File: config.mk
export PLATFORM = sky130hd
export DESIGN_NAME = psum_drain_requant_flat
export DESIGN_NICKNAME = d
export VERILOG_FILES = /design/src/rtl/psum_drain_requant_if.sv /design/src/rtl/psum_drain_requant.sv /design/src/flat_wrapper.sv
export SDC_FILE = /design/constraint.sdc
export NUM_CORES = 1
export LEC_CHECK = 0
export BUFFER_PORTS_ARGS = -buffer_cell sky130_fd_sc_hd__buf_2
export CORE_AREA = 2 2 102 104
export CTS_CLUSTER_SIZE = 8
export DETAILED_ROUTE_END_ITERATION = 10
export DIE_AREA = 0 0 104 106
export PLACE_DENSITY = 0.6
export REMOVE_ABC_BUFFERS = 1
export SYNTH_ARGS = -nofsm -noshare
export SYNTH_HDL_FRONTEND = slang
export SYNTH_HIERARCHICAL = 1
export SYNTH_SLANG_ARGS = --single-unit
export TNS_END_PERCENT = 5
File: constraint.sdc
create_clock -name clk_i -period 5.9 [get_ports clk_i]
set_input_delay 0 -clock clk_i [delete_from_list [all_inputs] [get_ports clk_i]]
set_output_delay 0 -clock clk_i [all_outputs]
set_load 0.05 [all_outputs]
File: src/rtl/psum_drain_requant_if.sv
// GLB psum read port and requantised output stream of the psum drain block.
// master = drain block (issues reads, produces the stream); slave = GLB + downstream consumer.
interface psum_drain_requant_if #(
  parameter int DATA_BITWIDTH = 16,
  parameter int ADDR_BITWIDTH = 10,
  parameter int OUT_BITWIDTH  = 8
);
  logic                            read_req_psum;
  logic        [ADDR_BITWIDTH-1:0] r_addr_psum;
  logic signed [DATA_BITWIDTH-1:0] r_data_psum;
  logic signed [OUT_BITWIDTH-1:0]  out_data;
  logic                            out_valid;
  logic                            out_ready;
  logic                            out_last;

  modport master (
    output read_req_psum,
    output r_addr_psum,
    input  r_data_psum,
    output out_data,
    output out_valid,
    output out_last,
    input  out_ready
  );

  modport slave (
    input  read_req_psum,
    input  r_addr_psum,
    output r_data_psum,
    input  out_data,
    input  out_valid,
    input  out_last,
    output out_ready
  );
endinterface

File: src/rtl/psum_drain_requant.sv
// Drains NUM_PSUM psums from the GLB after start, requantises each to int8 and streams them out.
// First out_valid two edges after start, 1/cycle sustained; reads stall once two results are held.

module psum_drain_fifo #(
  parameter int WIDTH = 8,
  parameter int DEPTH = 2
) (
  input  logic                       clk_i,
  input  logic                       rst_ni,
  input  logic                       wr_en_i,
  input  logic [WIDTH-1:0]           wr_dat_i,
  input  logic                       rd_en_i,
  output logic [WIDTH-1:0]           rd_dat_o,
  output logic [$clog2(DEPTH+1)-1:0] count_o
);
  localparam int PW = (DEPTH > 1) ? $clog2(DEPTH) : 1;
  localparam int CW = $clog2(DEPTH + 1);

  logic [WIDTH-1:0] mem_q [DEPTH];
  logic [PW-1:0]    wr_ptr_q;
  logic [PW-1:0]    rd_ptr_q;
  logic [CW-1:0]    count_q;

  function automatic logic [PW-1:0] ptr_inc(input logic [PW-1:0] p);
    return (p == PW'(DEPTH - 1)) ? '0 : p + 1'b1;
  endfunction

  // Caller never writes when full nor reads when empty.
  always_ff @(posedge clk_i or negedge rst_ni) begin
    if (!rst_ni) begin
      for (int i = 0; i < DEPTH; i++) mem_q[i] <= '0;
      wr_ptr_q <= '0;
      rd_ptr_q <= '0;
      count_q  <= '0;
    end else begin
      if (wr_en_i) begin
        mem_q[wr_ptr_q] <= wr_dat_i;
        wr_ptr_q        <= ptr_inc(wr_ptr_q);
      end
      if (rd_en_i) rd_ptr_q <= ptr_inc(rd_ptr_q);
      case ({wr_en_i, rd_en_i})
        2'b10:   count_q <= count_q + 1'b1;
        2'b01:   count_q <= count_q - 1'b1;
        default: count_q <= count_q;
      endcase
    end
  end

  assign rd_dat_o = mem_q[rd_ptr_q];
  assign count_o  = count_q;
endmodule

module psum_drain_requant #(
  parameter int DATA_BITWIDTH = 16,
  parameter int ADDR_BITWIDTH = 10,
  parameter int OUT_BITWIDTH  = 8,
  parameter int PSUM_BASE     = 0,
  parameter int NUM_PSUM      = 9
) (
  input  logic                 clk_i,
  input  logic                 rst_ni,
  input  logic                 start_i,
  input  logic                 relu_en_i,
  input  logic [3:0]           shift_i,
  output logic                 busy_o,
  output logic                 done_o,
  psum_drain_requant_if.master bus_io
);
  localparam int CNT_W = $clog2(NUM_PSUM + 1);
  localparam int EXT_W = DATA_BITWIDTH + 1;
  localparam logic [CNT_W-1:0]         LAST_IDX  = CNT_W'(NUM_PSUM - 1);
  localparam logic [ADDR_BITWIDTH-1:0] BASE_ADDR = ADDR_BITWIDTH'(PSUM_BASE);
  localparam logic signed [EXT_W-1:0]  SAT_HI    = EXT_W'((2 ** (OUT_BITWIDTH - 1)) - 1);
  localparam logic signed [EXT_W-1:0]  SAT_LO    = EXT_W'(-(2 ** (OUT_BITWIDTH - 1)));

  if (NUM_PSUM < 1) begin : g_bad_num_psum
    $error("psum_drain_requant: NUM_PSUM must be at least 1");
  end

  typedef enum logic [1:0] {S_IDLE, S_RUN, S_DRAIN, S_DONE} state_e;

  typedef struct packed {
    logic       relu_en;
    logic [3:0] shift;
  } cfg_t;

  state_e                  state_q, state_d;
  cfg_t                    cfg_q, cfg_d;
  logic [CNT_W-1:0]        issue_cnt_q, issue_cnt_d;
  logic [CNT_W-1:0]        out_cnt_q, out_cnt_d;
  logic                    inflight_q, inflight_d;

  logic [1:0]              fifo_count;
  logic [1:0]              occ;
  logic                    issue;
  logic                    pop;
  logic [OUT_BITWIDTH-1:0] head_dat;
  logic [OUT_BITWIDTH-1:0] rq_dat;
  logic signed [EXT_W-1:0] psum_ext;
  logic signed [EXT_W-1:0] rnd_ext;
  logic signed [EXT_W-1:0] rq_full;

  // One extra bit of headroom keeps psum + rounding constant from overflowing.
  always_comb begin
    psum_ext = {bus_io.r_data_psum[DATA_BITWIDTH-1], bus_io.r_data_psum};
    rnd_ext  = '0;
    if (cfg_q.shift != 4'd0) rnd_ext = EXT_W'(1) << (cfg_q.shift - 4'd1);
    rq_full  = (psum_ext + rnd_ext) >>> cfg_q.shift;
    if (cfg_q.relu_en && (rq_full < 0)) rq_full = '0;
    if (rq_full > SAT_HI)      rq_dat = SAT_HI[OUT_BITWIDTH-1:0];
    else if (rq_full < SAT_LO) rq_dat = SAT_LO[OUT_BITWIDTH-1:0];
    else                       rq_dat = rq_full[OUT_BITWIDTH-1:0];
  end

  psum_drain_fifo #(
    .WIDTH (OUT_BITWIDTH),
    .DEPTH (2)
  ) u_fifo (
    .clk_i    (clk_i),
    .rst_ni   (rst_ni),
    .wr_en_i  (inflight_q),
    .wr_dat_i (rq_dat),
    .rd_en_i  (pop),
    .rd_dat_o (head_dat),
    .count_o  (fifo_count)
  );

  // A read in flight already owns a FIFO slot, so it counts toward occupancy.
  assign occ   = fifo_count + {1'b0, inflight_q};
  assign pop   = bus_io.out_valid && bus_io.out_ready;
  assign issue = (state_q == S_RUN) && ((occ < 2'd2) || ((occ == 2'd2) && pop));

  always_comb begin
    state_d     = state_q;
    cfg_d       = cfg_q;
    issue_cnt_d = issue_cnt_q;
    out_cnt_d   = out_cnt_q;
    inflight_d  = issue;
    if (issue) issue_cnt_d = issue_cnt_q + 1'b1;
    if (pop)   out_cnt_d   = out_cnt_q + 1'b1;
    unique case (state_q)
      S_IDLE: begin
        if (start_i) begin
          state_d       = S_RUN;
          cfg_d.relu_en = relu_en_i;
          cfg_d.shift   = shift_i;
          issue_cnt_d   = '0;
          out_cnt_d     = '0;
        end
      end
      S_RUN: begin
        if (issue && (issue_cnt_q == LAST_IDX)) state_d = S_DRAIN;
      end
      S_DRAIN: begin
        if ((fifo_count == 2'd0) && !inflight_q) state_d = S_DONE;
      end
      S_DONE: begin
        state_d = S_IDLE;
      end
      default: begin
        state_d = S_IDLE;
      end
    endcase
  end

  always_ff @(posedge clk_i or negedge rst_ni) begin
    if (!rst_ni) begin
      state_q     <= S_IDLE;
      cfg_q       <= '0;
      issue_cnt_q <= '0;
      out_cnt_q   <= '0;
      inflight_q  <= 1'b0;
    end else begin
      state_q     <= state_d;
      cfg_q       <= cfg_d;
      issue_cnt_q <= issue_cnt_d;
      out_cnt_q   <= out_cnt_d;
      inflight_q  <= inflight_d;
    end
  end

  assign bus_io.read_req_psum = issue;
  assign bus_io.r_addr_psum   = issue ? (BASE_ADDR + ADDR_BITWIDTH'(issue_cnt_q)) : '0;
  assign bus_io.out_valid     = (fifo_count != 2'd0);
  assign bus_io.out_data      = head_dat;
  assign bus_io.out_last      = bus_io.out_valid && (out_cnt_q == LAST_IDX);
  assign busy_o               = (state_q == S_RUN) || (state_q == S_DRAIN);
  assign done_o               = (state_q == S_DONE);
endmodule

File: src/flat_wrapper.sv
// flat-port wrapper written by rule: the top's interface ports become plain ports
module psum_drain_requant_flat 
#(
  parameter int DATA_BITWIDTH = 16,
  parameter int ADDR_BITWIDTH = 10,
  parameter int OUT_BITWIDTH  = 8,
  parameter int PSUM_BASE     = 0,
  parameter int NUM_PSUM      = 9
)
  (clk_i, rst_ni, start_i, relu_en_i, shift_i, busy_o, done_o, bus_io_read_req_psum, bus_io_r_addr_psum, bus_io_r_data_psum, bus_io_out_data, bus_io_out_valid, bus_io_out_last, bus_io_out_ready);
  psum_drain_requant_if #(.DATA_BITWIDTH(DATA_BITWIDTH), .ADDR_BITWIDTH(ADDR_BITWIDTH), .OUT_BITWIDTH(OUT_BITWIDTH)) bus_io_i ();
  input  logic clk_i;
  input  logic rst_ni;
  input  logic start_i;
  input  logic relu_en_i;
  input  logic [3:0] shift_i;
  output logic busy_o;
  output logic done_o;
  output wire logic [$bits(bus_io_i.read_req_psum)-1:0] bus_io_read_req_psum;
  output wire logic [$bits(bus_io_i.r_addr_psum)-1:0] bus_io_r_addr_psum;
  input wire logic [$bits(bus_io_i.r_data_psum)-1:0] bus_io_r_data_psum;
  output wire logic [$bits(bus_io_i.out_data)-1:0] bus_io_out_data;
  output wire logic [$bits(bus_io_i.out_valid)-1:0] bus_io_out_valid;
  output wire logic [$bits(bus_io_i.out_last)-1:0] bus_io_out_last;
  input wire logic [$bits(bus_io_i.out_ready)-1:0] bus_io_out_ready;
  assign bus_io_read_req_psum = bus_io_i.read_req_psum;
  assign bus_io_r_addr_psum = bus_io_i.r_addr_psum;
  assign bus_io_i.r_data_psum = bus_io_r_data_psum;
  assign bus_io_out_data = bus_io_i.out_data;
  assign bus_io_out_valid = bus_io_i.out_valid;
  assign bus_io_out_last = bus_io_i.out_last;
  assign bus_io_i.out_ready = bus_io_out_ready;
  psum_drain_requant #(.DATA_BITWIDTH(DATA_BITWIDTH), .ADDR_BITWIDTH(ADDR_BITWIDTH), .OUT_BITWIDTH(OUT_BITWIDTH), .PSUM_BASE(PSUM_BASE), .NUM_PSUM(NUM_PSUM)) u_core (.clk_i(clk_i), .rst_ni(rst_ni), .start_i(start_i), .relu_en_i(relu_en_i), .shift_i(shift_i), .busy_o(busy_o), .done_o(done_o), .bus_io(bus_io_i));
endmodule
; ---- Yosys cells after proc, flatten, opt, wreduce, memory -nomap -nowiden
; Cells that the tools add are included.
; W data, S select, Z words.
[totals]
mem_bits_rw = 0
wordCells = 84
register_bits = 36
rom_bits = 0
latch_bits = 0
in_bits = 25
mem_count = 0
[op_classes]
n_eq_ne = 11
mul = 0
muxes = 24
div = 0
n_bitwise = 2
n_reduce_logical = 18
shifts = 2
addsub = 9
magnitude_cmp = 7
[op_table]
columns = cell, count
row1 = $mux W8, 6
row2 = $mux W17, 2
row3 = $mux W4, 7
row4 = $add A16 B17 Y17, 1
row5 = $gt A17 B8 Y1 const B, 1
row6 = $lt A17 B1 Y1 const B, 1
row7 = $lt A17 B8 Y1 const B, 1
row8 = $shl A1 B4 Y17 const A, 1
row9 = $sshr A17 B4 Y17, 1
row10 = $bwmux W16, 1
row11 = $add A4 B1 Y4 const B, 2
row12 = $demux W8 S1, 1
row13 = $eq A2 B2 Y1 const B, 4
row14 = $eq A4 B4 Y1 const B, 2
row15 = $logic_and A1 B1 Y1, 8
row16 = $pmux W2 S4, 1
row17 = $mux W2, 3
row18 = $eq A2 B1 Y1 const B, 2
row19 = $ge A2 B2 Y1 const B, 2
row20 = $logic_not A2 Y1, 2
row21 = $ne A2 B2 Y1 const B, 2
row22 = $not A1 Y2, 2
row23 = $pmux W2 S2, 1
row24 = $reduce_bool A2 Y1, 2
row25 = 14 further kinds, 17

; ---- Longest topological paths before layout
; Gate-level depths: netlist of the first run.
[depth]
word_depth = 12
depth_mapped = 17
ltp_nobuf = 16

; ---- Hierarchy
; Netlist of the first run, hierarchy kept.
[modules_own_cells]
columns = module, area_each_um2, instances, cells_per_inst, seq_area_each_um2
row1 = psum_drain_requant, 3051.7, 1, 406, 400.4
row2 = psum_drain_fifo, 857.1, 1, 55, 500.5

; ---- Worst setup path after synthesis of the first run
; OpenSTA, ideal clock, no wires.
[synth_path]
kind = flip-flop to flip-flop
start = register u_core/cfg_q[0] (netlist name)
end = register u_core/u_fifo/mem_q[10] (netlist name)
setup_slack_ps = 1935
stages_incl_launch_ff = 18
t_required_ps = 5775
t_arrival_ps = 3840
setup_time_ps = 125
path_buffers = 2
cell_sequence = dfrtp_1 -> clkbuf_1 -> buf_2 -> nand2_1 -> nor3_1 -> ha_1 -> inv_1 -> fa_1 -> nand2b_1 -> a21oi_1 -> o211ai_1 -> a21oi_1 -> o41ai_4 -> a221oi_1 -> o221ai_1 -> o31ai_4 -> a211oi_1 -> mux2_2
[synth_via]
elab_chain_cells = 12
[synth_rtl]
columns = item, line
row1 = start: declaration, psum_drain_requant.sv:88  ; cfg_t cfg_q, cfg_d;
row2 = start signal: assignment, psum_drain_requant.sv:175  ; cfg_q <= cfg_d;
row3 = $sub A4 B1 Y4, psum_drain_requant.sv:107  ; if (cfg_q.shift != 4'd0) rnd_ext = EXT_W'(1) << (cfg_q.shift - 4'd1);
row4 = $shl A1 B4 Y17, psum_drain_requant.sv:107
row5 = $mux W17, psum_drain_requant.sv:107
row6 = $add A16 B17 Y17, psum_drain_requant.sv:108  ; rq_full = (psum_ext + rnd_ext) >>> cfg_q.shift;
row7 = $sshr A17 B4 Y17 *, psum_drain_requant.sv:108
row8 = $lt A17 B1 Y1, psum_drain_requant.sv:109  ; if (cfg_q.relu_en && (rq_full < 0)) rq_full = '0;
row9 = $logic_and A1 B1 Y1, psum_drain_requant.sv:109
row10 = $mux W17 *, psum_drain_requant.sv:109
row11 = $lt A17 B8 Y1, psum_drain_requant.sv:111  ; else if (rq_full < SAT_LO) rq_dat = SAT_LO[OUT_BITWIDTH-1:0];
row12 = $mux W8, psum_drain_requant.sv:111
row13 = $mux W8 *, psum_drain_requant.sv:110  ; if (rq_full > SAT_HI) rq_dat = SAT_HI[OUT_BITWIDTH-1:0];
row14 = net u_core.rq_dat[2], psum_drain_requant.sv:98  ; logic [OUT_BITWIDTH-1:0] rq_dat;
row15 = $bwmux W16 *, psum_drain_requant.sv:37  ; mem_q[wr_ptr_q] <= wr_dat_i;
row16 = end signal: indexed assignment, psum_drain_requant.sv:37
row17 = end: declaration, psum_drain_requant.sv:19  ; logic [WIDTH-1:0] mem_q [DEPTH];
; The timed path passes the listed nets; every way through them passes the cells marked *.
; A chain may end at the register's enable or synchronous reset.

; ---- Worst setup path after layout of the first run
[layout_path]
start = register u_core/cfg_q[1] (netlist name)
end = register u_core/u_fifo/mem_q[9] (netlist name)
; Same word-level chain as after synthesis.

==> reports/summary.txt, run 1 <==
Cell Area, Synth: 3910 um^2
via count: 3,648
Final Skew: 9.61 ps
Placed Area: 4180 um^2
Required @ worst endpoint: 6070 ps
Pint: 1070 uW
Critical Path Fanout Max: 15
post-route antenna net violation count: 0
final slew viol count: 0
cells along the critical path: inv_1, nand2_1, nor3_1, ha_1, inv_1, fa_1, nand2b_1, a21oi_1, o211ai_1, a21oi_1, o41ai_4, a221oi_1, o221ai_1, o31ai_4, a211oi_1, mux2_2
dominant synthesized flop cell: dfrtp_1
capturing element type of the critical path: flop
Post-synth EDFFs: 0
GRT Residual Overflow: 0
number of setup buffers added after CTS: 0
family with the most delay on the worst path: compound AO/OA/AOI/OAI gates
HP Class: in -> reg
P&R area growth vs syn: 10.9%
clock latency on the worst-skew pair: 290 ps
Slew @ Worst Pin: 797 ps
initial antenna violation count: 0
total negative setup slack: 0 ps
sw frac: 0.538
die height: 106 um
row count: 37
period utilization: 0.840
Clock power frac: 0.078
TritonCTS buffer count: 5
Placer Congestion: 0.901
area of the core: 10000 um^2
R2R cell count: 16
nets@finish: 549
Fill cells: 1,058
IO Pins: 48
DRT Pass-1 Iters: 5
CTS tree: yes
Seq pwr share: 0.209
CTS sink count: 36
Sw Pwr: 1250 uW
first-pass GRT wire length: 16.8 mm
DP Wirelength: 7.86 mm
vias in the first global route: 3,432
crit-path max cell delay: 550 ps
Critical Path Start: u_core/cfg_q[1]$_DFFE_PN0P_
Post-Route WL: 10.1 mm
Final setup viols: 0
status: completed
cell count after synthesis: 461
Fin. Hold Viols: 0
max frequency: 202 MHz
initial drt markers: 296
reg-to-reg endpoint: u_core/u_fifo/mem_q[9]$_DFFE_PN0P_
Logic pwr share: 0.714
full die area: 11,000 um^2
Die W: 104 um
reg-to-reg setup timing slack: 940 ps
Final min period: 4960 ps
share of layout cells above drive strength 1: 0.220
r2r startpoint: u_core/cfg_q[1]$_DFFE_PN0P_
maxcap violations: 0
Inserted Diodes: 0
# DRC: 0
Vias/cell: 5.77
H-tree lvl count: 2
post-synth cell types: 75
flops & latches, synth: 36
Crit path buffers/inverters: 2
Seq/Total Area, Yosys: 0.230
Worst Min Path Start: bus_io_out_ready
Total GRT Usage: 0.184
hold depth: 4
RSZ-0062 raised after global routing: no
largest net degree at the start of global routing: 37
Core Util, Final: 0.434
Bufs on Longest Clock Path: 2
kind of critical path: reg -> reg
Max VDD drop: 0.210 mV
Hold EP: u_core/out_cnt_q[0]$_DFF_PN0_
startpoint type of the worst setup path: flop
syn_area_per_cell: 8.48 um^2
Critical Path AT: 5120 ps
Max-slew headroom: 0.469
WL/cell: 16.0 um
pwr dens: 536 nW/um^2
initial core utilization: 0.391
ys async rst share: 1.00
Port Buf Inserts: 41
Pleak: 0.00195 uW
Hold WS: 38.9 ps
clock root cell: clkbuf_8
Design Area, Final: 4340 um^2
Clock transition at path regs: 70 ps
Critical-path top delay cell: dfrtp_1
Yosys warnings: 6
cell usage after synthesis, types with 5 or more instances:
cell type / number / share of area
o21ai_0: 22 / 0.028
a21o_1: 10 / 0.019
o21ai_1: 5 / 0.0064
clkbuf_1: 13 / 0.012
nor3_1: 13 / 0.017
nand4_1: 6 / 0.0096
inv_1: 16 / 0.015
nand3_1: 9 / 0.012
nor4_1: 7 / 0.011
buf_2: 7 / 0.0090
and3_1: 7 / 0.011
dfrtp_1: 36 / 0.23
mux2_2: 29 / 0.084
xnor2_1: 7 / 0.016
nand2_1: 40 / 0.038
mux2i_1: 5 / 0.013
nand2b_1: 5 / 0.0080
ha_1: 28 / 0.090
o211ai_1: 6 / 0.012
a211oi_1: 17 / 0.033
nor2_1: 39 / 0.037
a21oi_1: 34 / 0.044
buf_4: 8 / 0.015
xor2_1: 12 / 0.027
layer usage:
metal	global-route usage	wire length, um	vias up
met2	0.302	4760	134
met3	0.0208	485	16
met5	0	0	-
met1	0.254	4700	1732
met4	0.0598	192	0
li1	-	-	1766
power groups by stage:
stage | logic [uW] | registers [uW] | clock network, uW
finish | 1660 | 484 | 181
global route | 1810 | 508 | 201
CTS | 1650 | 484 | 189
detailed placement | 1640 | 488 | 0
global placement | 1630 | 483 | 0
floorplan | 1270 | 474 | 0
layout make-up:
cell class | instances | area (um^2) | share of cell area
Multi-Input combinational cell | 385 | 2820 | 0.650
Clock buffer | 7 | 86.3 | 0.0199
Clock inverter | 1 | 7.51 | 0.00173
Tap cell | 136 | 170 | 0.0392
Sequential cell | 36 | 901 | 0.208
Inverter | 17 | 63.8 | 0.0147
Timing Repair Buffer | 50 | 288 | 0.0664
metrics by stage:
stage / power [uW] / setup slack (ps) / std cells
after CTS: 2320 / 941 / 632
after global routing: 2520 / 466 / 632
after detailed placement: 2120 / 1000 / 618
after global placement: 2110 / 1070 / 618
final: 2320 / 942 / 632
after floorplan: 1750 / 1630 / 438
worst max-delay path by stage:
stage / endpoint / depth (start not counted)
3_5_place_dp: u_core/u_fifo/mem_q[9]$_DFFE_PN0P_ / 16
6_report: u_core/u_fifo/mem_q[9]$_DFFE_PN0P_ / 16
2_1_floorplan: u_core/u_fifo/mem_q[10]$_DFFE_PN0P_ / 15
3_3_place_gp: u_core/u_fifo/mem_q[9]$_DFFE_PN0P_ / 16
4_1_cts: u_core/u_fifo/mem_q[9]$_DFFE_PN0P_ / 16
5_1_grt: u_core/u_fifo/mem_q[0]$_DFFE_PN0P_ / 16
state kept, by name, indices dropped and copies added (netlist names):
signal	flops
u_core/issue_cnt_q	4
u_core/u_fifo/wr_ptr_q	1
u_core/u_fifo/mem_q	16
u_core/inflight_q	1
u_core/cfg_q	5
u_core/out_cnt_q	4
u_core/state_q	2
u_core/u_fifo/count_o	2
u_core/u_fifo/rd_ptr_q	1
cell usage in the layout (no fill, tap or decap), types with 16 or more instances in the layout:
| master | instances |
|---|---|
| buf_2 | 41 |
| nand2_1 | 40 |
| nor2_1 | 39 |
| dfrtp_1 | 36 |
| a21oi_1 | 34 |
| mux2_2 | 29 |
| ha_1 | 28 |
| o21ai_0 | 22 |
| a211oi_1 | 17 |
| inv_1 | 16 |
cells by family (layout without fill, tap and decap cells):
kind of cell	count (synthesis)	after routing	synth area share
flip-flops	36	36	0.230
AND/OR/NAND/NOR	155	155	0.208
buffers and inverters	46	75	0.0541
other	1	7	0.000959
multiplexers	39	39	0.123
AO/OA/AOI/OAI	136	136	0.246
adder cells (fa/ha/maj)	29	29	0.0948
XOR/XNOR	19	19	0.0426
worst reg2reg max path, stage by stage (launching register included):
cell and delay (ps):
dfrtp_1 550, inv_1 480, nand2_1 330, nor3_1 240
ha_1 240, inv_1 70, fa_1 390, nand2b_1 200
a21oi_1 260, o211ai_1 160, a21oi_1 310, o41ai_4 140
a221oi_1 440, o221ai_1 230, o31ai_4 330, a211oi_1 160
mux2_2 300
timing repair:
| item | in CTS | in global routing |
|---|---|---|
| hold buffers | 6 | 0 |
| resized for setup | 0 | 0 |
| endpoints found under the hold margin | 41 | 0 |
No activity file was read; power rests on OpenSTA's default activity.
==> inputs of run 2 (changes only) <==
clock period = 4.8 ns   (was 5.9 ns; I/O delays follow)
==> reports/summary.txt, run 2 (synthesis gave the netlist of run 1 again) <==
Sw Pwr: 1590 uW (+27%)
Design Area, Final: 4420 um^2 (+2.0%)
Total GRT Usage: 0.198 (+0.0142)
area occupied by multi-input gates: 2820 um^2 (about the same)
CTS tree: yes
Inserted Diodes: 0 (unchanged)
die height: 106 um (unchanged)
Hold WS: 34.8 ps (-4.11 ps)
Final min period: 4390 ps (-564 ps)
GRT Residual Overflow: 0 (unchanged)
crit-path max cell delay: 410 ps (-140 ps)
most frequent cells in the layout: 41 x buf_2, 40 x nand2_1, 38 x nor2_1, 35 x dfrtp_1, 34 x a21oi_1
DP Wirelength: 8.53 mm (+8.5%)
HP Class: in -> reg
Post-Route WL: 10.8 mm (+6.1%)
Critical Path AT: 4610 ps (-510 ps)
family with the most delay on the worst path: compound AO/OA/AOI/OAI gates
Fill cells: 1,014 (-4.2%)
Tot Pwr: 2960 uW (+27%)
Bufs on Longest Clock Path: 2 (unchanged)
max reg flops: 16 (unchanged)
RSZ-0062 raised after global routing: no
hold depth: 4 (unchanged)
initial core utilization: 0.391 (unchanged)
Seq. cell area: 902 um^2 (+0.14%)
largest reg by FF count: u_core/u_fifo/mem_q
DRT Pass-1 Iters: 5 (unchanged)
maxcap violations: 0 (unchanged)
pwr dens: 668 nW/um^2 (+25%)
worst setup margin: 406 ps (-536 ps)
total negative setup slack: 0 ps (unchanged)
first-pass GRT wire length: 18.0 mm (+6.9%)
dpl ws: 351 ps (-651 ps)
Clock power frac: 0.071 (-0.007)
Stages on worst setup path: 17 (+1)
Final setup viols: 0 (unchanged)
full die area: 11,000 um^2 (unchanged)
P&R area growth vs syn: 13.2%
IO Pins: 48 (unchanged)
Critical-path top delay cell: a211oi_1
R2R cell count: 17 (+1)
vias in the first global route: 3,679 (+7.2%)
most common cell after layout, fill and taps aside: buf_2
Vias/cell: 5.78 (+0.21%)
Clock transition at path regs: 80 ps (about the same)
area of the core: 10000 um^2 (unchanged)
nets@finish: 561 (+2.2%)
startpoint type of the worst setup path: flop
Die W: 104 um (unchanged)
sw frac: 0.537 (about the same)
Required @ worst endpoint: 5020 ps (-1050 ps)
status: completed
initial antenna violation count: 0 (unchanged)
# DRC: 0 (unchanged)
Logic pwr share: 0.739 (+0.025)
largest net degree at the start of global routing: 37 (unchanged)
CTS sink count: 36 (unchanged)
Slew @ Worst Pin: 809 ps (+12.2 ps)
Critical Path Fanout Max: 9 (-6)
capturing element type of the critical path: flop
Max-slew headroom: 0.460 (-0.00813)
WL/cell: 16.7 um (+4.1%)
kind of critical path: reg -> reg
Pint: 1370 uW (+27%)
share of layout cells above drive strength 1: 0.244 (+0.0243)
Max VDD drop: 0.268 mV (+28%)
Placed Area: 4270 um^2 (+2.2%)
Placer Congestion: 0.973 (+8.0%)
largest registers: u_core/u_fifo/mem_q x16, u_core/cfg_q x5
number of setup buffers added after CTS: 0 (unchanged)
initial drt markers: 237 (-20%)
Port Buf Inserts: 41 (unchanged)
clock latency on the worst-skew pair: 280 ps (about the same)
Final Skew: 8.51 ps (-1.10 ps)
TritonCTS buffer count: 5 (unchanged)
final slew viol count: 0 (unchanged)
Seq pwr share: 0.190 (-0.019)
Pleak: 0.00201 uW (+3.1%)
Crit path buffers/inverters: 3 (+1)
max frequency: 228 MHz (+13%)
Fin. Hold Viols: 0 (unchanged)
cells along the critical path: inv_1, nand2_1, nor3_1, ha_1, inv_1, fa_1, nand2b_1, a21o_1, a211oi_1, nor3_1, o32ai_1, a21oi_1, buf_4, o41ai_2, a31oi_1, a211oi_1, mux2_2
post-route antenna net violation count: 0 (unchanged)
clock root cell: clkbuf_8
H-tree lvl count: 2 (unchanged)
period utilization: 0.915 (+0.0751)
row count: 37 (unchanged)
via count: 3,725 (+2.1%)
[run 2: cell types whose count changed in the layout (fill, tap and decap cells not counted), sizes merged]
cell / before / now
clkinv: 0 / 3
clkbuf: 7 / 5
buf: 44 / 56
clkinvlp: 1 / 0
[run 2: layer usage]
metal,up-vias,GRT usage,routed length (um),part of all wire
met2,127,0.329,5050,0.47
met5,-,0,0,0
met1,1785,0.270,4950,0.46
met4,0,0.0627,217,0.020
li1,1794,-,-,-
met3,19,0.0239,538,0.050
[run 2: power by group through the flow]
stage                     Sequential [uW]  Clock (uW)  Combinational (uW)
final                                 561         211                2180
after global routing                  585         238                2380
after CTS                             561         220                2160
after detailed placement              567           0                2150
after global placement                560           0                2120
after floorplan                       583           0                1560
[run 2: area by class of cell]
cell class / count / area share
clock inverter: 3 / 0.00424
inverter: 17 / 0.0144
sequential: 36 / 0.204
clock buffer: 5 / 0.0156
timing repair buffer: 62 / 0.0854
tap: 136 / 0.0385
multi-input combinational: 385 / 0.638
[run 2: per-stage QoR]
| step | utilization | cells |
|---|---|---|
| after floorplan | - | 438 |
| after global placement | 0.427 | 630 |
| after detailed placement | 0.427 | 630 |
| after CTS | 0.442 | 644 |
| after global routing | 0.442 | 644 |
| final | 0.442 | 644 |
[run 2: worst register-to-register path, stage by stage, from the launching register on]
cell,delay (ps)
dfrtp_1,380
inv_1,260
nand2_1,130
nor3_1,160
ha_1,240
inv_1,70
fa_1,400
nand2b_1,200
a21o_1,230
a211oi_1,410
nor3_1,100
o32ai_1,340
a21oi_1,90
buf_4,170
o41ai_2,350
a31oi_1,260
a211oi_1,360
mux2_2,220
[run 2: path summary, 6_finish.rpt]
kind | to | start | slack (ps)
setup / recovery | u_core/u_fifo/mem_q[6]$_DFFE_PN0P_ | u_core/cfg_q[1]$_DFFE_PN0P_ | 410
hold / removal | u_core/out_cnt_q[0]$_DFF_PN0_ | bus_io_out_ready | 30
setup reg to reg | u_core/u_fifo/mem_q[6]$_DFFE_PN0P_ | u_core/cfg_q[1]$_DFFE_PN0P_ | 410
hold reg to reg | u_core/u_fifo/mem_q[4]$_DFFE_PN0P_ | u_core/u_fifo/mem_q[4]$_DFFE_PN0P_ | 500
max in group asynchronous | u_core/cfg_q[0]$_DFFE_PN0P_ | rst_ni | 3890
min in group asynchronous | u_core/u_fifo/mem_q[7]$_DFFE_PN0P_ | rst_ni | 350
[run 2: what timing repair did]
item                                   CTS  global route
setup endpoints to repair                0            14
hold buffers                             6             0
endpoints found under the hold margin   41             0
gates resized for setup                  0             2
